--- src/rtl/led_pkg.sv ---
// -----------------------------------------------------------------------------
// led_pkg
// Shared definitions for the LED fade/PWM driver.
//   - led_state_e   : per-channel ramp state (OFF, RISING, ON, FALLING)
//   - led_max_level : full-scale brightness level for a given bit width
// No ports (package).
// -----------------------------------------------------------------------------
package led_pkg;

    typedef enum logic [1:0] {
        OFF     = 2'd0,
        RISING  = 2'd1,
        ON      = 2'd2,
        FALLING = 2'd3
    } led_state_e;

    // Full-scale level 2^bw - 1. The 32-bit shift wraps to 0 for bw == 32,
    // so the subtraction still yields all ones in that case.
    function automatic int unsigned led_max_level(input int unsigned bw);
        return (32'd1 << bw) - 32'd1;
    endfunction

endpackage

--- src/rtl/led_fader_channel.sv ---
// -----------------------------------------------------------------------------
// led_fader_channel
// One LED channel. It ramps a linear brightness level toward full-on or
// full-off, one step per prescaler tick. It maps the level to a duty value and
// latches that duty into a shadow register only at PWM period boundaries. It
// then compares the shadow duty against the shared PWM counter to produce a
// registered pin drive.
//
// Optional build macro: LED_FADER_GAMMA_EN
//   defined     : duty = MAX at full level, else (level*level) >> PWM_BW_p
//   not defined : duty = level (linear)
//
// Ports
//   clk, rst_n  : clock, synchronous active-low reset
//   tick        : one-cycle fade step strobe from the shared prescaler
//   period_end  : high on the last cycle of each PWM period
//   pwm_cnt     : shared free-running PWM counter (0..MAX-1)
//   target      : registered request, 1 = on, 0 = off
//   pwm         : registered PWM drive for this LED
//   busy        : high while RISING or FALLING
//   level       : current linear brightness level
// -----------------------------------------------------------------------------
module led_fader_channel
    import led_pkg::*;
#(
    parameter int unsigned PWM_BW_p = 8
) (
    input  logic                clk,
    input  logic                rst_n,
    input  logic                tick,
    input  logic                period_end,
    input  logic [PWM_BW_p-1:0] pwm_cnt,
    input  logic                target,
    output logic                pwm,
    output logic                busy,
    output logic [PWM_BW_p-1:0] level
);

    localparam logic [PWM_BW_p-1:0] MAX_LVL = PWM_BW_p'(led_max_level(PWM_BW_p));

    led_state_e          state_q,  state_d;
    logic [PWM_BW_p-1:0] level_q,  level_d;
    logic [PWM_BW_p-1:0] shadow_q, shadow_d;
    logic                pwm_q,    pwm_d;
    logic [PWM_BW_p-1:0] duty;

    // Ramp FSM. A direction change always takes priority over a fade step on
    // the same edge. If the ramp reverses while the level already sits at the
    // new end point, the FSM goes straight to the resting state. This makes a
    // one-cycle target pulse return to where it started, and the level can
    // never wrap.
    always_comb begin
        state_d = state_q;
        level_d = level_q;
        unique case (state_q)
            OFF: begin
                if (target) begin
                    state_d = RISING;
                end
            end
            RISING: begin
                if (!target) begin
                    state_d = (level_q == '0) ? OFF : FALLING;
                end else if (tick) begin
                    level_d = level_q + 1'b1;
                    if (level_q == MAX_LVL - 1'b1) begin
                        state_d = ON;
                    end
                end
            end
            ON: begin
                if (!target) begin
                    state_d = FALLING;
                end
            end
            FALLING: begin
                if (target) begin
                    state_d = (level_q == MAX_LVL) ? ON : RISING;
                end else if (tick) begin
                    level_d = level_q - 1'b1;
                    if (level_q == PWM_BW_p'(1)) begin
                        state_d = OFF;
                    end
                end
            end
            default: begin
                state_d = OFF;
                level_d = '0;
            end
        endcase
    end

`ifdef LED_FADER_GAMMA_EN
    // Square-law perceptual curve. Full level is forced to MAX so the LED is
    // solidly on rather than stopping one step short.
    logic [2*PWM_BW_p-1:0] level_sq;

    always_comb begin
        level_sq = {{PWM_BW_p{1'b0}}, level_q} * {{PWM_BW_p{1'b0}}, level_q};
        duty     = (level_q == MAX_LVL) ? MAX_LVL : level_sq[2*PWM_BW_p-1:PWM_BW_p];
    end
`else
    always_comb begin
        duty = level_q;
    end
`endif

    // The shadow duty only moves at the period boundary, so a period is never
    // cut short or stretched. The pin compare uses the shadow, not the live
    // level.
    always_comb begin
        shadow_d = period_end ? duty : shadow_q;
        pwm_d    = (shadow_q > pwm_cnt);
    end

    always_ff @(posedge clk) begin
        if (!rst_n) begin
            state_q  <= OFF;
            level_q  <= '0;
            shadow_q <= '0;
            pwm_q    <= 1'b0;
        end else begin
            state_q  <= state_d;
            level_q  <= level_d;
            shadow_q <= shadow_d;
            pwm_q    <= pwm_d;
        end
    end

    assign busy  = (state_q == RISING) || (state_q == FALLING);
    assign level = level_q;
    assign pwm   = pwm_q;

endmodule

--- src/rtl/led_fader.sv ---
// -----------------------------------------------------------------------------
// led_fader
// Per-LED soft fade driver sitting behind the LED register block. It registers
// the on/off request vector once. It runs a shared fade prescaler and a shared
// free-running PWM counter, and instantiates one led_fader_channel per LED.
//
// Optional build macro: LED_FADER_GAMMA_EN (square-law duty mapping inside
// each channel; o_level stays linear either way).
//
// Parameters
//   LED_NBR_p  : number of LED channels (1..32)
//   PWM_BW_p   : level/duty resolution in bits, MAX = 2^PWM_BW_p - 1
//   PRESCALE_p : clk cycles per fade step (>= 1)
// Ports
//   clk, rst_n : clock, synchronous active-low reset
//   i_led      : requested state per LED, 1 = on
//   o_pwm      : registered PWM drive per LED
//   o_busy     : per LED, high while ramping
//   o_level    : linear level, channel i at [i*PWM_BW_p +: PWM_BW_p]
// -----------------------------------------------------------------------------
module led_fader
    import led_pkg::*;
#(
    parameter int unsigned LED_NBR_p  = 8,
    parameter int unsigned PWM_BW_p   = 8,
    parameter int unsigned PRESCALE_p = 1024
) (
    input  logic                          clk,
    input  logic                          rst_n,
    input  logic [LED_NBR_p-1:0]          i_led,
    output logic [LED_NBR_p-1:0]          o_pwm,
    output logic [LED_NBR_p-1:0]          o_busy,
    output logic [LED_NBR_p*PWM_BW_p-1:0] o_level
);

    localparam logic [PWM_BW_p-1:0] MAX_LVL  = PWM_BW_p'(led_max_level(PWM_BW_p));
    localparam logic [PWM_BW_p-1:0] PWM_LAST = MAX_LVL - 1'b1;
    localparam int unsigned         PS_W     = (PRESCALE_p > 1) ? $clog2(PRESCALE_p) : 1;
    localparam logic [PS_W-1:0]     PS_LAST  = PS_W'(PRESCALE_p - 1);

    logic [LED_NBR_p-1:0] target_q,  target_d;
    logic [PS_W-1:0]      presc_q,   presc_d;
    logic [PWM_BW_p-1:0]  pwm_cnt_q, pwm_cnt_d;
    logic                 tick;
    logic                 period_end;

    // Single input stage. The LED register block is in the same clock domain,
    // so no synchroniser is needed.
    always_comb begin
        target_d = i_led;
    end

    // The prescaler and PWM counter both wrap on their own terminal count.
    // The terminal-count cycle is the strobe seen by every channel.
    always_comb begin
        tick       = (presc_q == PS_LAST);
        period_end = (pwm_cnt_q == PWM_LAST);
        presc_d    = tick ? '0 : presc_q + 1'b1;
        pwm_cnt_d  = period_end ? '0 : pwm_cnt_q + 1'b1;
    end

    always_ff @(posedge clk) begin
        if (!rst_n) begin
            target_q  <= '0;
            presc_q   <= '0;
            pwm_cnt_q <= '0;
        end else begin
            target_q  <= target_d;
            presc_q   <= presc_d;
            pwm_cnt_q <= pwm_cnt_d;
        end
    end

    for (genvar i = 0; i < LED_NBR_p; i++) begin : g_chan
        led_fader_channel #(
            .PWM_BW_p (PWM_BW_p)
        ) u_chan (
            .clk        (clk),
            .rst_n      (rst_n),
            .tick       (tick),
            .period_end (period_end),
            .pwm_cnt    (pwm_cnt_q),
            .target     (target_q[i]),
            .pwm        (o_pwm[i]),
            .busy       (o_busy[i]),
            .level      (o_level[i*PWM_BW_p +: PWM_BW_p])
        );
    end

endmodule

--- config.mk ---
export PLATFORM = sky130hd
export DESIGN_NAME = led_fader
export DESIGN_NICKNAME = d
export VERILOG_FILES = /design/src/rtl/led_pkg.sv /design/src/rtl/led_fader_channel.sv /design/src/rtl/led_fader.sv
export SDC_FILE = /design/constraint.sdc
export NUM_CORES = 1
export LEC_CHECK = 0
export ABC_AREA = 1
export CAP_MARGIN = 20
export CORE_MARGIN = 2
export CORE_UTILIZATION = 59
export CTS_CLUSTER_DIAMETER = 150
export DETAILED_ROUTE_END_ITERATION = 16
export HOLD_SLACK_MARGIN = 0.05
export PLACE_DENSITY = 0.81
export SLEW_MARGIN = 10
export SYNTH_ARGS = -nofsm -noshare
export SYNTH_HDL_FRONTEND = slang
export SYNTH_SLANG_ARGS = --single-unit
--- constraint.sdc ---
create_clock -name clk -period 2.35 [get_ports clk]
set_input_delay 0.47 -clock clk [delete_from_list [all_inputs] [get_ports clk]]
set_output_delay 0.47 -clock clk [all_outputs]
set_load 0.05 [all_outputs]
After elaboration in Yosys (flattened, before gate mapping)
Cells that the tools add are included.

Flip-flop bits (word level): 178. Latch bits: 0. RAM bits: 0. Memory bits (read-only): 0. Input bits: 10. Output and inout bits: 80. Logic and storage cells: 370. Memories: 0.

Add/subtract/negate cells: 18. $mul: 0. Divide/modulo/power cells: 0. Magnitude comparators: 8. Equality and inequality tests: 130. Shift operators: 0. Mux-type cells: 128. Bitwise logic cells: 1. Reduce and logical (&&, ||, !) cells: 50.

Operators with widths (number): 8-bit two-way mux (32); 2-bit two-way mux (80); 8-bit == test, second input constant (17); 8-bit one-hot mux with 2 select lines (8); 2-bit != test, second input constant (46); 8-bit by 1-bit adder with 8-bit output, second input constant (9); 8-bit by 1-bit == test with 1-bit output, second input constant (8); 8-bit > comparator (8); 8-bit logical NOT (8); 2-bit one-hot mux with 4 select lines (8); 8-bit by 1-bit subtractor with 8-bit output, second input constant (8); 3-bit by 2-bit != test with 1-bit output, second input constant (18); 6-bit AND reduction (8); 3-bit != test, second input constant (14); 5-bit AND reduction (8); 2-bit == test, second input constant (16); 2-bit by 1-bit == test with 1-bit output, second input constant (8); 2-bit logical NOT (8); 2-bit nonzero test (8); 10-bit by 1-bit adder with 10-bit output, second input constant (1); 10-bit == test, second input constant (1); 1-bit logical OR (8); 2-bit by 1-bit != test with 1-bit output, second input constant (2); 2-bit OR reduction (2); 1-bit NOT (1).

Longest topological paths before layout
Depth after elaboration: 5. Gate-level depth with buffers: 12. Gate-level depth less buffers: 12.

Hierarchy
Synthesis repeated with hierarchy kept, for this count alone.

Cells, all modules: 1608. Area total of the unflattened synthesis: 11055.6 sq um.

Modules (own cells, without submodules): led_fader_channel (g_chan[1].u_chan ...) (times used 7, cells an instance 184, area an instance 1247.4 sq um, seq. area each 380.4 sq um); led_fader_channel (g_chan[0].u_chan) (times used 1, cells an instance 190, area an instance 1275.0 sq um, seq. area each 380.4 sq um); led_fader (times used 1, cells an instance 130, area an instance 1048.5 sq um, seq. area each 520.5 sq um).

Worst setup path before layout
OpenSTA, ideal clock, no wires.

Path kind: flip-flop to flip-flop. From: reg g_chan[1].u_chan.level_q[0]. To: reg g_chan[1].u_chan.level_q[2]. Setup time: 118 ps. Data arrival time: 1618 ps. Required time: 2232 ps. Path slack: 615 ps. Stages on the path, launching flop included: 6. Path buffers: 0. Period minus slack after synthesis: 1735 ps. Path through: dfxtp_1 inv_1 ha_1 or2_2 a31oi_1 nor2_1.

Word-level cells in the longest chain between the ends: 4. Elaborated cells on any way between the ends: 7. Classes of those cells: 2 x add/sub; 5 x mux.

Ends and longest elaborated chain: start: declaration (line led_fader_channel.sv:42) `logic [PWM_BW_p-1:0] level_q, level_d;`; start signal: assignment (line led_fader_channel.sv:124) `level_q <= level_d;`; 8-bit by 1-bit subtractor with 8-bit output or 8-bit by 1-bit adder with 8-bit output (tied branches) (line led_fader_channel.sv:80, led_fader_channel.sv:65); 8-bit two-way mux (on tied branches) (line led_fader_channel.sv:79, led_fader_channel.sv:64); 8-bit two-way mux (on tied branches) (line led_fader_channel.sv:77, led_fader_channel.sv:62); 8-bit one-hot mux with 2 select lines * (line led_fader_channel.sv:55) `unique case (state_q)`.

Mark *: on every way between the ends. The rest lies on a longest branch, timed or not. The select of a mux whose other input is x is not followed. A chain may end at the register's enable or synchronous reset.

Worst setup path after layout
From: reg g_chan[4].u_chan.level_q[3]. To: out o_level[35].

RTL lines: start: declaration (line led_fader_channel.sv:42); start signal: assignment (line led_fader_channel.sv:124); end: declaration (line led_fader.sv:33) `output logic [LED_NBR_p*PWM_BW_p-1:0] o_level`.

No word-level cell between the ends.

==> impl_metrics.env <==
export IMPL_outcome="completed"
export IMPL_max_slew_margin=0.626
export IMPL_vias=10400
export IMPL_first_pass_iters=8
export IMPL_io_buffers=89
export IMPL_min_period_over_period=0.972
export IMPL_ir_worst_vdd_mv=0.560
export IMPL_synth_flop_cell="dfxtp_1"
export IMPL_setup_violations=0
export IMPL_cts_hold_buf=0
export IMPL_crit_fanout=8
export IMPL_fin_crit_ps=2280
export IMPL_dp_hpwl_um=17800
export IMPL_hold_class="reg -> reg"
export IMPL_grt_usage=0.262
export IMPL_regToRegSetupSlack_ps=420
export IMPL_cp_arrival_ps=1810
export IMPL_finalMaxSlewViolations=0
export IMPL_seq_area_frac_synth=0.331
export IMPL_overflow=0
export IMPL_r2r_start="presc_q[0]"
export IMPL_cts_buffers=17
export IMPL_yosysTopAreaCell="dfxtp_1"
export IMPL_synth_edf_count=0
export IMPL_whs_path_depth=2
export IMPL_rows=49
export IMPL_drive_above_1_share=0.0406
export IMPL_grt_pass1_vias=9619
export IMPL_crit_path_start_kind="flip-flop"
export IMPL_grt_max_degree=106
export IMPL_start_util=0.599
export IMPL_worstSkewPairLatency_ps=440
export IMPL_worstSetupPathType="reg -> out"
export IMPL_syn_instance_count=1606
export IMPL_clock_path_buffers=2
export IMPL_ys_top_cells_by_area="dfxtp_1 (33%), nand2_1 (12%), ha_1 (12%), a21oi_1 (7.6%), nor2_1 (7.2%)"
export IMPL_antenna_found_initial=1
export IMPL_endpoint_kind="primary output"
export IMPL_drtIter0Drc=658
export IMPL_dp_cells=1871
export IMPL_wl_met2_um=12300
export IMPL_n_antenna_cell=0
export IMPL_cts_resized=0
export IMPL_ant_nets=0
export IMPL_htreeDepth=4
export IMPL_worstPathRequired_ps=1880
export IMPL_wl_met3_um=1240
export IMPL_syn_avg_cell_area_um2=6.70
export IMPL_root_buffer="clkbuf_16"
export IMPL_p_per_area_nw_per_um2=653
export IMPL_die_area_um2=19300
export IMPL_cp_top_family="buffers and inverters"
export IMPL_synth_cell_type_count=36
export IMPL_worst_path_buf_inv=1
export IMPL_drt_met1_wl_um=11400
export IMPL_wirelength_um=25400
export IMPL_num_nets_final=1770
export IMPL_yosysWarnings=0
export IMPL_layoutNonFillerInstCount=1902
export IMPL_syn_nets=1715
export IMPL_synth_common_cells="nand2_1 (346), nor2_1 (207), dfxtp_1 (178), inv_1 (178), a21oi_1 (164)"
export IMPL_clock_skew_ps=6.92
export IMPL_async_flop_share=0
export IMPL_hold_violations=0
export IMPL_synthToLayoutAreaGrowth_pct=14.8
export IMPL_ys_ff_latch=178
export IMPL_via_per_inst=5.47
export IMPL_placed_area_um2=11700
export IMPL_die_x_um=139
export IMPL_hp_start="g_chan[4].u_chan.shadow_q[0]"
export IMPL_p_leak_nw=5.53
export IMPL_maxCapViolCount=0
export IMPL_min_to="g_chan[4].u_chan.shadow_q[0]"
export IMPL_core_um2=18000
export IMPL_fin_area_um2=12400
export IMPL_drc=0
export IMPL_path_cells="clkdlybuf4s50_1"
export IMPL_syn_cell_area_um2=10800
export IMPL_reg2reg_to="g_chan[6].u_chan.level[2]"
export IMPL_die_y_um=139
export IMPL_io_pins=90
export IMPL_max_clock_freq_mhz=438
export IMPL_cts_num_sinks=178
export IMPL_cts_tree="built"
export IMPL_finalSetupTns_ps=0
export IMPL_routedWlPerCell_um=13.4
export IMPL_rsz0062_at_grt="false"
export IMPL_crit_path_max_incr_delay_ps=880
export IMPL_postCtsSetupBuffers=0
export IMPL_tightest_slew_ps=559
export IMPL_critPathSlowestCell="clkdlybuf4s50_1"
export IMPL_maxUsedRoutingLayer="met5"
export IMPL_synth_top_cell_area_share=0.331
export IMPL_grt_pass1_wl_um=42900
export IMPL_synthMostInstantiatedCell="nand2_1"
export IMPL_clk_pin_slew_ps=60
export IMPL_gp_congestion=0.911
export IMPL_r2r_cells=9
==> cells in the final DEF, fill, tap and decap left out, types with 14 or more instances in the layout <==
cell / netlist / routed
dfxtp_1: 178 / 178
inv_1: 178 / 178
clkbuf_16: 0 / 17
xor2_1: 14 / 14
nand4_1: 24 / 24
nor2_1: 207 / 207
nand3_1: 115 / 115
o21ai_0: 126 / 126
clkdlybuf4s50_1: 0 / 88
nand2_1: 346 / 346
nor3_1: 22 / 22
ha_1: 99 / 99
a21oi_1: 164 / 164
==> state kept, by name, indices dropped and copies added, names as in the netlist <==
| register | flops |
|---|---|
| presc_q | 10 |
| g_chan.u_chan.pwm | 8 |
| target_q | 8 |
| g_chan.u_chan.shadow_q | 64 |
| pwm_cnt_q | 8 |
| g_chan.u_chan.state_q | 16 |
| g_chan.u_chan.level | 64 |
==> metal layers <==
layer  global-route usage  vias to the layer above
li1                     -                     5343
met1                0.327                     4784
met2                0.457                      232
met3               0.0428                       50
met4               0.0930                        2
met5                    0                        -
==> stage by stage <==
step,hold slack [ps],setup WS [ps],power [mW],util
after floorplan,418,615,4.76,-
after global placement,428,531,5.01,0.653
after detailed placement,449,429,5.05,0.653
after CTS,458,78.7,8.09,0.688
after global routing,485,32.5,8.47,0.688
final,460,65.4,8.07,0.688
==> report_power, final <==
part	switching (mW)	internal, mW	leakage [nW]
Clock	1.20	1.86	0.296
Sequential	0.166	3.16	1.44
Combinational	1.12	0.560	3.79
==> layout make-up <==
cell class | instances | area (µm²)
inverters | 184 | 691
repair buffers | 102 | 1020
flip-flops and latches | 178 | 3560
clock buffers | 23 | 478
multi-input cells | 1178 | 6160
well taps | 229 | 287
fillers | 1592 | 5610
clock inverters | 8 | 151
==> kinds of logic (layout without fill, tap and decap cells) <==
| kind of cell | Yosys count | in the layout | share of synthesized area |
|---|---|---|---|
| xor+xnor | 15 | 15 | 0.0122 |
| simple gates | 744 | 744 | 0.292 |
| compound gates | 319 | 319 | 0.152 |
| mux | 1 | 1 | 0.000930 |
| buf+inv | 250 | 317 | 0.0967 |
| fa+ha+maj | 99 | 99 | 0.115 |
| flops | 178 | 178 | 0.331 |
==> worst reg2reg max path, stage by stage, from the launching register on <==
cell and delay (ps):
dfxtp_1 360, ha_1 170, nand2_1 70, nor2_2 130
nand3_2 90, buf_4 220, nor2_2 370, nand3_1 160
o21ai_0 200, nor2_1 60
==> worst max-delay path by stage <==
stage                                          from                        end  depth (start not counted)
after global routing      g_chan[5].u_chan.level[0]                o_level[40]                          1
after floorplan           g_chan[1].u_chan.level[0]  g_chan[1].u_chan.level[2]                          5
after global placement                   presc_q[0]  g_chan[6].u_chan.level[4]                          9
final                     g_chan[4].u_chan.level[3]                o_level[35]                          1
after CTS                 g_chan[6].u_chan.level[0]                o_level[48]                          1
after detailed placement                 presc_q[0]  g_chan[6].u_chan.level[2]                          9
Power figures use the tool's default switching activity.
